<file path="src/rtl/project_pkg.sv">
// Shared types and default parameters for the AXI-Stream frame arbiter.
package project_pkg;
  localparam int N_IN_DEF    = 4;
  localparam int DATA_W_DEF  = 8;
  localparam int TIMEOUT_DEF = 16;

  typedef enum logic [1:0] {
    IDLE  = 2'd0,
    PASS  = 2'd1,
    ABORT = 2'd2,
    DROP  = 2'd3
  } arb_state_t;

  // Index width for an n-entry one-hot vector, never narrower than one bit.
  function automatic int idx_w(input int n);
    return (n > 1) ? $clog2(n) : 1;
  endfunction
endpackage

</file>
<file path="src/rtl/axis_rr_pick.sv">
// Combinational round-robin picker: first requester at or above ptr, wrapping.
module axis_rr_pick
  import project_pkg::*;
#(
  parameter int N  = N_IN_DEF,
  parameter int IW = idx_w(N)
) (
  input  logic [N-1:0]  req,
  input  logic [IW-1:0] ptr,
  output logic [N-1:0]  gnt,
  output logic [IW-1:0] idx
);

  always_comb begin
    int   k;
    logic found;
    k     = 0;
    found = 1'b0;
    gnt   = '0;
    idx   = '0;
    for (int i = 0; i < N; i++) begin
      k = int'(ptr) + i;
      if (k >= N) k = k - N;
      if (!found && req[k]) begin
        found  = 1'b1;
        gnt[k] = 1'b1;
        idx    = IW'(k);
      end
    end
  end

endmodule

</file>
<file path="src/rtl/axis_frame_arbiter.sv">
// N-input AXI-Stream frame arbiter: round-robin per whole frame, with a
// mid-frame idle watchdog that emits a tuser-marked abort beat and drops the rest.
module axis_frame_arbiter
  import project_pkg::*;
#(
  parameter int N_IN    = N_IN_DEF,
  parameter int DATA_W  = DATA_W_DEF,
  parameter int TIMEOUT = TIMEOUT_DEF
) (
  input  logic                     clk,
  input  logic                     rst,
  input  logic [N_IN*DATA_W-1:0]   s_tdata,
  input  logic [N_IN-1:0]          s_tvalid,
  input  logic [N_IN-1:0]          s_tlast,
  output logic [N_IN-1:0]          s_tready,
  output logic [DATA_W-1:0]        m_tdata,
  output logic                     m_tvalid,
  output logic                     m_tlast,
  output logic                     m_tuser,
  input  logic                     m_tready,
  output logic [N_IN-1:0]          grant,
  output logic [15:0]              abort_cnt,
  output logic [1:0]               state_dbg
);

  localparam int         IW      = idx_w(N_IN);
  localparam logic [7:0] TO_LAST = 8'(TIMEOUT - 1);

  // Handshake: a beat moves on a rising edge where tvalid and tready are both 1;
  // a source holds tdata/tlast stable while tvalid=1 and tready=0, and tvalid
  // never depends on tready.

  arb_state_t          state_q, state_d;
  logic [IW-1:0]       gidx_q, gidx_d;
  logic [IW-1:0]       ptr_q, ptr_d;
  logic [N_IN-1:0]     grant_q, grant_d;
  logic [7:0]          wd_q, wd_d;
  logic [15:0]         abort_q, abort_d;

  logic [N_IN-1:0]     pick_gnt;
  logic [IW-1:0]       pick_idx;
  logic [IW-1:0]       pick_next;
  logic                g_valid;
  logic                g_last;
  logic [DATA_W-1:0]   g_data;

  axis_rr_pick #(
    .N  (N_IN),
    .IW (IW)
  ) u_pick (
    .req (s_tvalid),
    .ptr (ptr_q),
    .gnt (pick_gnt),
    .idx (pick_idx)
  );

  assign pick_next = (pick_idx == IW'(N_IN - 1)) ? '0 : pick_idx + 1'b1;
  assign g_valid   = s_tvalid[gidx_q];
  assign g_last    = s_tlast[gidx_q];
  assign g_data    = s_tdata[int'(gidx_q)*DATA_W +: DATA_W];

  assign grant     = grant_q;
  assign abort_cnt = abort_q;
  assign state_dbg = state_q;

  always_ff @(posedge clk) begin
    if (rst) begin
      state_q <= IDLE;
      gidx_q  <= '0;
      ptr_q   <= '0;
      grant_q <= '0;
      wd_q    <= '0;
      abort_q <= '0;
    end else begin
      state_q <= state_d;
      gidx_q  <= gidx_d;
      ptr_q   <= ptr_d;
      grant_q <= grant_d;
      wd_q    <= wd_d;
      abort_q <= abort_d;
    end
  end

  always_comb begin
    state_d  = state_q;
    gidx_d   = gidx_q;
    ptr_d    = ptr_q;
    grant_d  = grant_q;
    wd_d     = wd_q;
    abort_d  = abort_q;
    m_tdata  = '0;
    m_tvalid = 1'b0;
    m_tlast  = 1'b0;
    m_tuser  = 1'b0;
    s_tready = '0;

    case (state_q)
      IDLE: begin
        if (|s_tvalid) begin
          grant_d = pick_gnt;
          gidx_d  = pick_idx;
          ptr_d   = pick_next;
          wd_d    = '0;
          state_d = PASS;
        end
      end

      PASS: begin
        m_tdata          = g_data;
        m_tvalid         = g_valid;
        m_tlast          = g_last;
        s_tready[gidx_q] = m_tready;
        // Only source starvation feeds the watchdog; back-pressure clears it.
        if (g_valid) begin
          wd_d = '0;
          if (m_tready && g_last) begin
            grant_d = '0;
            state_d = IDLE;
          end
        end else if (wd_q == TO_LAST) begin
          state_d = ABORT;
        end else begin
          wd_d = wd_q + 8'd1;
        end
      end

      ABORT: begin
        m_tvalid = 1'b1;
        m_tlast  = 1'b1;
        m_tuser  = 1'b1;
        if (m_tready) begin
          if (abort_q != 16'hFFFF) abort_d = abort_q + 16'd1;
          state_d = DROP;
        end
      end

      DROP: begin
        s_tready[gidx_q] = 1'b1;
        if (g_valid && g_last) begin
          grant_d = '0;
          state_d = IDLE;
        end
      end

      default: state_d = IDLE;
    endcase
  end

endmodule

</file>
<file path="config.mk">
export PLATFORM = sky130hd
export DESIGN_NAME = axis_frame_arbiter
export DESIGN_NICKNAME = d
export VERILOG_FILES = /design/src/rtl/project_pkg.sv /design/src/rtl/axis_rr_pick.sv /design/src/rtl/axis_frame_arbiter.sv
export SDC_FILE = /design/constraint.sdc
export NUM_CORES = 1
export LEC_CHECK = 0
export CORE_UTILIZATION = 42
export CTS_CLUSTER_SIZE = 8
export DETAILED_ROUTE_END_ITERATION = 8
export HOLD_SLACK_MARGIN = 0.02
export PLACE_DENSITY = 0.73
export SYNTH_ARGS = -nofsm -noshare
export SYNTH_HDL_FRONTEND = slang
export SYNTH_HIERARCHICAL = 1
export SYNTH_SLANG_ARGS = --single-unit
</file>
<file path="constraint.sdc">
create_clock -name clk -period 2.6 [get_ports clk]
set_input_delay 0.26 -clock clk [delete_from_list [all_inputs] [get_ports clk]]
set_output_delay 0.26 -clock clk [all_outputs]
set_load 0.01 [all_outputs]
</file>
Word level (Yosys, flattened, before mapping)
Index checks and enable logic that the tools add are counted.
W data, S select, Z words.
{ "word_totals": {"ff_bits": 34, "latch_bits": 0, "mem_count": 0, "output_inout_bits": 37, "rom_bits": 0, "mem_bits_rw": 0} }
{ "op_classes": {"muxes": 63, "n_mul": 0, "n_div": 0, "n_eq_ne": 14, "n_bitwise": 4, "reduce_logical": 22, "magnitude_cmp": 14, "addsub": 10, "shift": 1} }
{ "ops": {"columns": ["op", "n"], "rows": [
  ["$ge A32 B1 Y1 const B", 4],
  ["$lt A32 B4 Y1 const B", 4],
  ["$mux W32", 4],
  ["$ge A32 B4 Y1 const B", 3],
  ["$sub A32 B4 Y32 const B", 3],
  ["$mux W4", 8],
  ["$mux W8", 4],
  ["$shiftx A32 B6 Y8", 1],
  ["$mux W2", 11],
  ["$mux W1", 19],
  ["$add A16 B1 Y16 const B", 1],
  ["$ne A16 B16 Y1 const B", 1],
  ["$pmux W8 S2", 1],
  ["$bmux W1 S2", 6],
  ["$or A4 B4 Y4", 3],
  ["$pmux W4 S3", 1],
  ["$demux W1 S2", 5],
  ["$logic_and A1 B1 Y1", 10],
  ["$ne A2 B2 Y1 const B", 5],
  ["$reduce_and A5 Y1", 2],
  ["$ne A3 B3 Y1 const B", 3],
  ["$add A8 B1 Y8 const B", 1],
  ["$eq A8 B4 Y1 const B", 1],
  ["$pmux W2 S4", 1],
  ["19 further kinds", 26]
]} }

Logic depth before layout (Yosys ltp)
Gate-level depths: netlist of run 1.
{ "logic_depth": {"word_depth": 17, "mapped_depth": 11} }

Modules after synthesis
The synthesis of run 1 kept the hierarchy.
{ "by_module_without_submodules": {"columns": ["mod", "instances", "cells_per_inst", "area_each_um2"], "rows": [
  ["axis_frame_arbiter", 1, 236, 2115.8],
  ["axis_rr_pick", 1, 51, 478.0]
]} }

Least setup slack after synthesis of run 1
Ideal clock, no wire load.
{ "synth_path": {"path_type": "flip-flop to flip-flop", "start": "reg ptr_q[1]", "end": "reg ptr_q[1]", "arrival_time_ps": 2288, "setup_ps": 128, "required_ps": 2472, "path_slack_ps": 184, "stages_incl_launch_ff": 10, "cell_sequence": "dfxtp_1 -> inv_1 -> ha_1 -> mux4_2 -> nor2b_4 -> a221oi_2 -> o2bb2ai_1 -> ha_1 -> mux2i_1 -> nor2_1"} }
{ "synth_via": {"elab_chain_cells": 17, "elab_cells_between_ends": 43} }
{ "synth_lines": {"columns": ["item", "line_no", "rtl"], "rows": [
  ["from (decl)", "axis_frame_arbiter.sv:35", "logic [IW-1:0] ptr_q, ptr_d;"],
  ["from (signal assigned)", "axis_frame_arbiter.sv:77", "ptr_q <= ptr_d;"],
  ["branches (longest 14 deep; another with $sub A32 B4 Y32)", null, null],
  ["$mux W2 *", "axis_rr_pick.sv:24", "if (!found && req[k]) begin"],
  ["net pick_idx[1]", "axis_frame_arbiter.sv:41", "logic [IW-1:0] pick_idx;"],
  ["$add A2 B1 Y2 or $eq A2 B2 Y1 (tied branches)", "axis_frame_arbiter.sv:57", "assign pick_next = (pick_idx == IW'(N_IN - 1)) ? '0 : pick_idx + 1'b1;"],
  ["$mux W2 *", "axis_frame_arbiter.sv:57", null],
  ["net pick_next[1]", "axis_frame_arbiter.sv:42", "logic [IW-1:0] pick_next;"]
]} }
Mark *: on every way through the listed nets, which the timed path passes. The select of a mux whose other input is x is not followed.
A chain may end at the register's enable or synchronous reset.

==> qor.yml, run 1 <==
outcome:
  outcome: "completed"
sta:
  rsz0062_at_grt: "false"
  max_slew_margin_pct: 61.14
  fmax_mhz: 402.3
  finalHoldViolCount: 0
  worst_pin_slew_ns: 0.5776
  finalSetupViolCount: 0
  period_needed_ns: 2.486
  slew_viol_final: 0
  setup_tns_ns: 0
  fin_ws_ns: 0.1142
  whs_ns: 0.4956
  finalClockSkew_ns: 0.007040
  period_share_pct: 95.61
logic_synthesis:
  yosysSeqAreaShare_pct: 26.24
  synth-edff-count: 0
  synth_area_mm2: 0.002594
  synthCells: 287
  synth_ff_type: "dfxtp_1"
  avgSynthCellArea_um2: 9.037
  synthesis.nets: 346
  async_flop_share_pct: 0
  synthDistinctLibCells: 53
  ys_warn_count: 6
  ys_ff_latch: 34
cells_and_area:
  area_growth_pct: 38.50
  n_fill_cell: 523
  final_nets: 431
  seqCellArea_um2: 681.9
  layout-drive-gt1-share_pct: 10.75
  diodes: 0
  multiInputGateArea_mm2: 0.001829
clock_tree:
  cts_tree: "done"
  insertion_delay_ns: 0.29
  clkSinkCount: 34
  ctsHtreeMaxLevel: 2
  cts_root_buf: "clkbuf_8"
  cts_inserted_buffers: 5
  clkSlewWorstSetupHoldPaths_ns: 0.07
  cts.path.max_buffers: 2
routing:
  vias_per_cell: 5.620
  wl_um: 6654
  drc_errors: 0
  drtIter0Drc: 191
  dr_total_vias: 2512
  post_drt_wl_per_cell_um: 14.89
  ant_nets: 0
  firstDrtPassIters: 4
global_routing:
  grt_max_degree: 23
  grt_pass1_wl_um: 10700
  use_met2_pct: 37.12
  grt_remaining_overflow: 0
  grt_antenna_before_repair: 0
  use_met1_pct: 24.55
  busiest_layer: "met2"
  grt_pass1_vias: 2312
  grt_util_all_layers_pct: 21.24
  met3_usage_pct: 6.591
critical_path:
  path_max_fanout: 12
  critPathLaunchType: "flop"
  crit_type: "flop to output pin"
  required_ns: 2.34
  cp.arrival_ns: 2.23
  setup.worst_path.end_class: "output pin"
  reg2reg_slack_ns: 0.19
floorplan:
  core-area_mm2: 0.005956
  dieArea_mm2: 0.006494
  die_w_um: 80.59
  rows: 28
  start_util_pct: 43.55
  io_pins: 80
  chipHeight_um: 80.59
placement:
  gp_congestion: 0.8424
  dp.final_hpwl_um: 5060
  io_buffers: 79
  pre_cts_slack_ns: 0.03984
pwr:
  power_leakage_nw: 1.272
  power_w: 0.002733
  irDropWorstVdd_v: 0.0004072
  power.density_mw_per_mm2: 760.7
flow_run:
  cap_violations: 0
worst_hold_path:
  worstHoldPathType: "flop to flop"
where the power goes:
part / switching (W) / total [W] / internal (W)
logic: 0.000816 / 0.00167 / 0.000858
clock network: 0.000198 / 0.000381 / 0.000184
registers: 0.0000873 / 0.000678 / 0.000591
total: 0.00110 / 0.00273 / 0.00163
metal layers:
metal  share of wire [%]  wire length, um
met3                  10              668
met1                  42             2795
met2                  47             3116
met4                 1.1               73
met5                   0                0
logic make-up after synthesis:
family / synth area share (%)
AOI/OAI and AO/OA: 15.48
xor gates and xnor gates: 5.065
adders and majority gates: 7.718
buffers and inverters: 3.569
DFF: 26.24
muxes: 16.74
and+or+nand+nor: 25.18
critical path, cell delays in order (launching register included):
cell             delay [ns]
dfxtp_1                0.39
inv_1                  0.11
ha_2                   0.26
and2_1                 0.19
or2_2                  0.31
and3_1                 0.19
clkdlybuf4s50_1        0.48
cells in the final DEF, fill, tap and decap left out, types with 4 or more instances in the layout:
master / count
buf_4: 12
and3_1: 5
nor3_1: 8
nor2_1: 38
xnor2_1: 11
nand3_1: 7
xor2_1: 4
nor2b_1: 8
nand2_1: 18
o2bb2ai_1: 5
dfxtp_1: 33
and2_1: 12
mux2i_1: 7
mux4_2: 10
a22oi_1: 6
inv_1: 7
o21ai_0: 4
nor4_1: 6
mux4_1: 4
ha_1: 15
a21oi_1: 8
clkbuf_8: 5
or3_1: 4
a211oi_1: 6
clkdlybuf4s50_1: 79
a221oi_1: 4
final cells by class:
cell class / instances / share of cell area [%]
inverter: 7 / 0.7315
multi-input combinational: 233 / 50.92
sequential: 34 / 18.98
clock buffer: 6 / 2.020
clock inverter: 1 / 0.2090
tap: 75 / 2.612
timing repair buffer: 91 / 24.52
worst paths after layout:
check,endpoint,startpoint,cells past startpoint
setup / recovery,s_tready[3],flop,6
hold / removal,abort_cnt[5],abort_cnt[5],2
setup reg to reg,ptr_q[1],ptr_q[0],9
hold reg to reg,abort_cnt[5],abort_cnt[5],2
cells in the mapped netlist (6+ instances only):
library cell,number,area (um2)
nor4_1,6,37.54
dfxtp_1,34,680.7
inv_1,7,26.28
nor2b_1,8,50.05
clkbuf_1,8,30.03
nor3_1,8,40.04
xnor2_1,11,96.34
nand2_1,18,67.56
mux2i_1,7,70.07
a211oi_1,6,45.04
nand3_1,7,35.03
mux4_2,10,225.2
and2_1,12,75.07
a22oi_1,6,45.04
a21oi_1,8,40.04
ha_1,16,200.2
nor2_1,38,142.6
per-stage QoR:
step	instances	cell area [um2]	util, %
after global placement	439	3495	58.68
after CTS	446	3578	60.08
after detailed placement	439	3495	58.68
final	447	3592	60.32
after floorplan	287	2594	-
after global routing	447	3592	60.32
flip-flops by register name, indices dropped and copies added (netlist names), named ones only:
signal,flops
abort_cnt,16
gidx_q,2
grant,4
ptr_q,2
state_dbg,1
wd_q,8
repair_timing:
action / 4_1_cts / 5_1_grt
gates cloned: 0 / 0
setup buffers: 0 / 1
endpoints found under the setup margin: 5 / 2
hold buffers: 0 / 0
resized for setup: 2 / 1
Power figures use the tool's default switching activity.
==> run 2, diff against run 1 <==
--- a/config.mk
+++ b/config.mk
@@ -5,7 +5,9 @@
 export SDC_FILE = /design/constraint.sdc
 export NUM_CORES = 1
 export LEC_CHECK = 0
+export CORE_ASPECT_RATIO = 0.6
 export CORE_UTILIZATION = 42
+export CTS_BUF_LIST = sky130_fd_sc_hd__clkbuf_2 sky130_fd_sc_hd__clkbuf_4 sky130_fd_sc_hd__clkbuf_8
 export CTS_CLUSTER_SIZE = 8
 export DETAILED_ROUTE_END_ITERATION = 8
 export HOLD_SLACK_MARGIN = 0.02
==> qor.yml, run 2 (same netlist as run 1, synthesis figures left out) <==
critical_path:
  cp_top_family: "simple AND/OR/NAND/NOR gates"
  critPathLaunchType: "flop"
  reg2regPathDepth: 9
  crit_chain: "inv_1 > ha_2 > and2_1 > or2_2 > and3_1 > clkdlybuf4s50_1"
  cp.depth: 6
  worstReg2RegEnd: "ptr_q[1]"
  setup.worst_path.end_class: "output pin"
  worst-path-buf-inv: 2
  crit_type: "flop to output pin"
  path_max_fanout: 11
  cp.arrival_ns: 2.18
  regToRegStartpoint: "ptr_q[0]"
  reg2reg_slack_ns: 0.19
  max_stage_delay_ns: 0.48
  slowest_stage: "clkdlybuf4s50_1"
  required_ns: 2.34
clock_tree:
  cts_root_buf: "clkbuf_8"
  ctsHtreeMaxLevel: 2
  insertion_delay_ns: 0.28
  clkSinkCount: 34
  holdBufCountCts: 0
  clkSlewWorstSetupHoldPaths_ns: 0.07
  cts_inserted_buffers: 5
  cts.path.max_buffers: 2
  cts_tree: "done"
floorplan:
  rows: 21
  io_pins: 80
  dieArea_mm2: 0.006504
  core-area_mm2: 0.005754
  die_w_um: 103.5
  chipHeight_um: 62.87
  start_util_pct: 45.08
placement:
  pre_cts_slack_ns: 0.06457
  dp.final_hpwl_um: 5208
  place_area_mm2: 0.003531
  io_buffers: 79
  gp_congestion: 0.8409
  placed_cells: 448
routing:
  vias_per_cell: 5.537
  drtIter0Drc: 143
  firstDrtPassIters: 4
  drc_errors: 0
  dr_total_vias: 2525
  wl_um: 6839
  post_drt_wl_per_cell_um: 15.00
  ant_nets: 0
pwr:
  power_leakage_nw: 1.309
  clkPwrFrac_pct: 17.2
  swShare_pct: 38.45
  comb_power_share_pct: 59.7
  irDropWorstVdd_v: 0.0004254
  p_seq_share_pct: 23.1
  power.density_mw_per_mm2: 785.9
  power_w: 0.002871
  p_switching_w: 0.001104
  p_int_w: 0.001767
sta:
  period_needed_ns: 2.436
  worst_pin_slew_ns: 0.6412
  period_share_pct: 93.69
  finalSetupViolCount: 0
  fin_ws_ns: 0.1640
  finalHoldViolCount: 0
  finalClockSkew_ns: 0.005622
  setup_tns_ns: 0
  fmax_mhz: 410.5
  rsz0062_at_grt: "false"
  max_slew_margin_pct: 56.86
  slew_viol_final: 0
cells_and_area:
  area_growth_pct: 40.86
  stdcell_count: 456
  layout-drive-gt1-share_pct: 11.70
  diodes: 0
  final_cell_area_mm2: 0.003654
  largest_reg_flops: 16
  most-common-layout-cells: "79 x clkdlybuf4s50_1, 38 x nor2_1, 34 x dfxtp_1, 18 x nand2_1"
  n_fill_cell: 474
  final_nets: 434
  mostFrequentLayoutCell: "clkdlybuf4s50_1"
worst_hold_path:
  min_from: "abort_cnt[5]"
  min_to: "abort_cnt[5]"
  worstHoldPathType: "flop to flop"
  hold_depth: 2
global_routing:
  grt_antenna_before_repair: 0
  grt_util_all_layers_pct: 21.79
  grt_max_degree: 15
  grt_pass1_vias: 2430
  grt_pass1_wl_um: 11170
  grt_remaining_overflow: 0
flow_run:
  cap_violations: 0
outcome:
  outcome: "completed"
-- run 2: changes by cell type in the layout (fill, tap and decap cells not counted) --
cell,delta
clkbuf_1,-1
dfxtp_2,-1
dfxtp_1,+1
clkbuf_4,+2
bufinv_16,+1
clkinvlp_4,-1
buf_4,+3
-- run 2: repair_timing --
item	4_1_cts	5_1_grt
setup endpoints to repair	0	5
gates resized for setup	0	2
setup buffers	0	0
-- run 2: worst max-delay path by stage --
| stage | from | end |
|---|---|---|
| floorplan | ptr_q[1] | ptr_q[1] |
| global placement | s_tvalid[3] | ptr_q[1] |
| detailed placement | s_tvalid[3] | ptr_q[1] |
| CTS | flop | s_tready[3] |
| global route | ptr_q[0] | ptr_q[1] |
| finish | flop | s_tready[3] |
-- run 2: per-layer routing --
layer  routed length (um)  vias to the layer above  track usage (%)  share of wire, %
met3                  659                        4            6.488               9.6
met2                 2876                      109            34.19                42
met5                    0                        -                0                 0
met4                   18                        0            4.049              0.26
li1                     -                     1242                -                 -
met1                 3284                     1170            29.63                48
-- run 2: layout make-up --
cell class	count	area, um2	area share (%)
Tap cell	80	100.1	2.740
Multi-Input combinational cell	233	1829	50.07
Clock buffer	7	83.83	2.295
Clock inverter	1	30.03	0.8219
Timing Repair Buffer	94	903.4	24.73
Inverter	7	26.28	0.7192
Sequential cell	34	680.7	18.63
-- run 2: tightest hold or removal path, delay by kind of cell, from the launching register on --
family / cells / cell delay [ns]
AO/OA/AOI/OAI: 2 / 0.12
flip-flops: 1 / 0.34
-- run 2: power groups by stage --
| stage | logic [W] | registers, W | clock network [W] |
|---|---|---|---|
| 6_report | 0.00172 | 0.000662 | 0.000494 |
| 3_3_place_gp | 0.00167 | 0.000673 | 0 |
| 2_1_floorplan | 0.00113 | 0.000667 | 0 |
| 4_1_cts | 0.00170 | 0.000662 | 0.000506 |
| 5_1_grt | 0.00189 | 0.000671 | 0.000536 |
| 3_5_place_dp | 0.00169 | 0.000672 | 0 |
-- run 2: through the flow --
stage               utilization, %  hold WS [ns]
CTS                          63.34        0.5066
detailed placement           61.36        0.4935
floorplan                        -        0.3609
finish                       63.49        0.5050
global route                 63.49        0.5409
global placement             61.36        0.4848
==> run 3, diff against run 2 <==
--- a/config.mk
+++ b/config.mk
@@ -5,13 +5,16 @@
 export SDC_FILE = /design/constraint.sdc
 export NUM_CORES = 1
 export LEC_CHECK = 0
+export CAP_MARGIN = 20
 export CORE_ASPECT_RATIO = 0.6
+export CORE_MARGIN = 1
 export CORE_UTILIZATION = 42
 export CTS_BUF_LIST = sky130_fd_sc_hd__clkbuf_2 sky130_fd_sc_hd__clkbuf_4 sky130_fd_sc_hd__clkbuf_8
 export CTS_CLUSTER_SIZE = 8
 export DETAILED_ROUTE_END_ITERATION = 8
 export HOLD_SLACK_MARGIN = 0.02
 export PLACE_DENSITY = 0.73
+export SKIP_LAST_GASP = 1
 export SYNTH_ARGS = -nofsm -noshare
 export SYNTH_HDL_FRONTEND = slang
 export SYNTH_HIERARCHICAL = 1
==> results of run 3 <==
The final DEF is identical to that of run 2; final timing and power are the same.
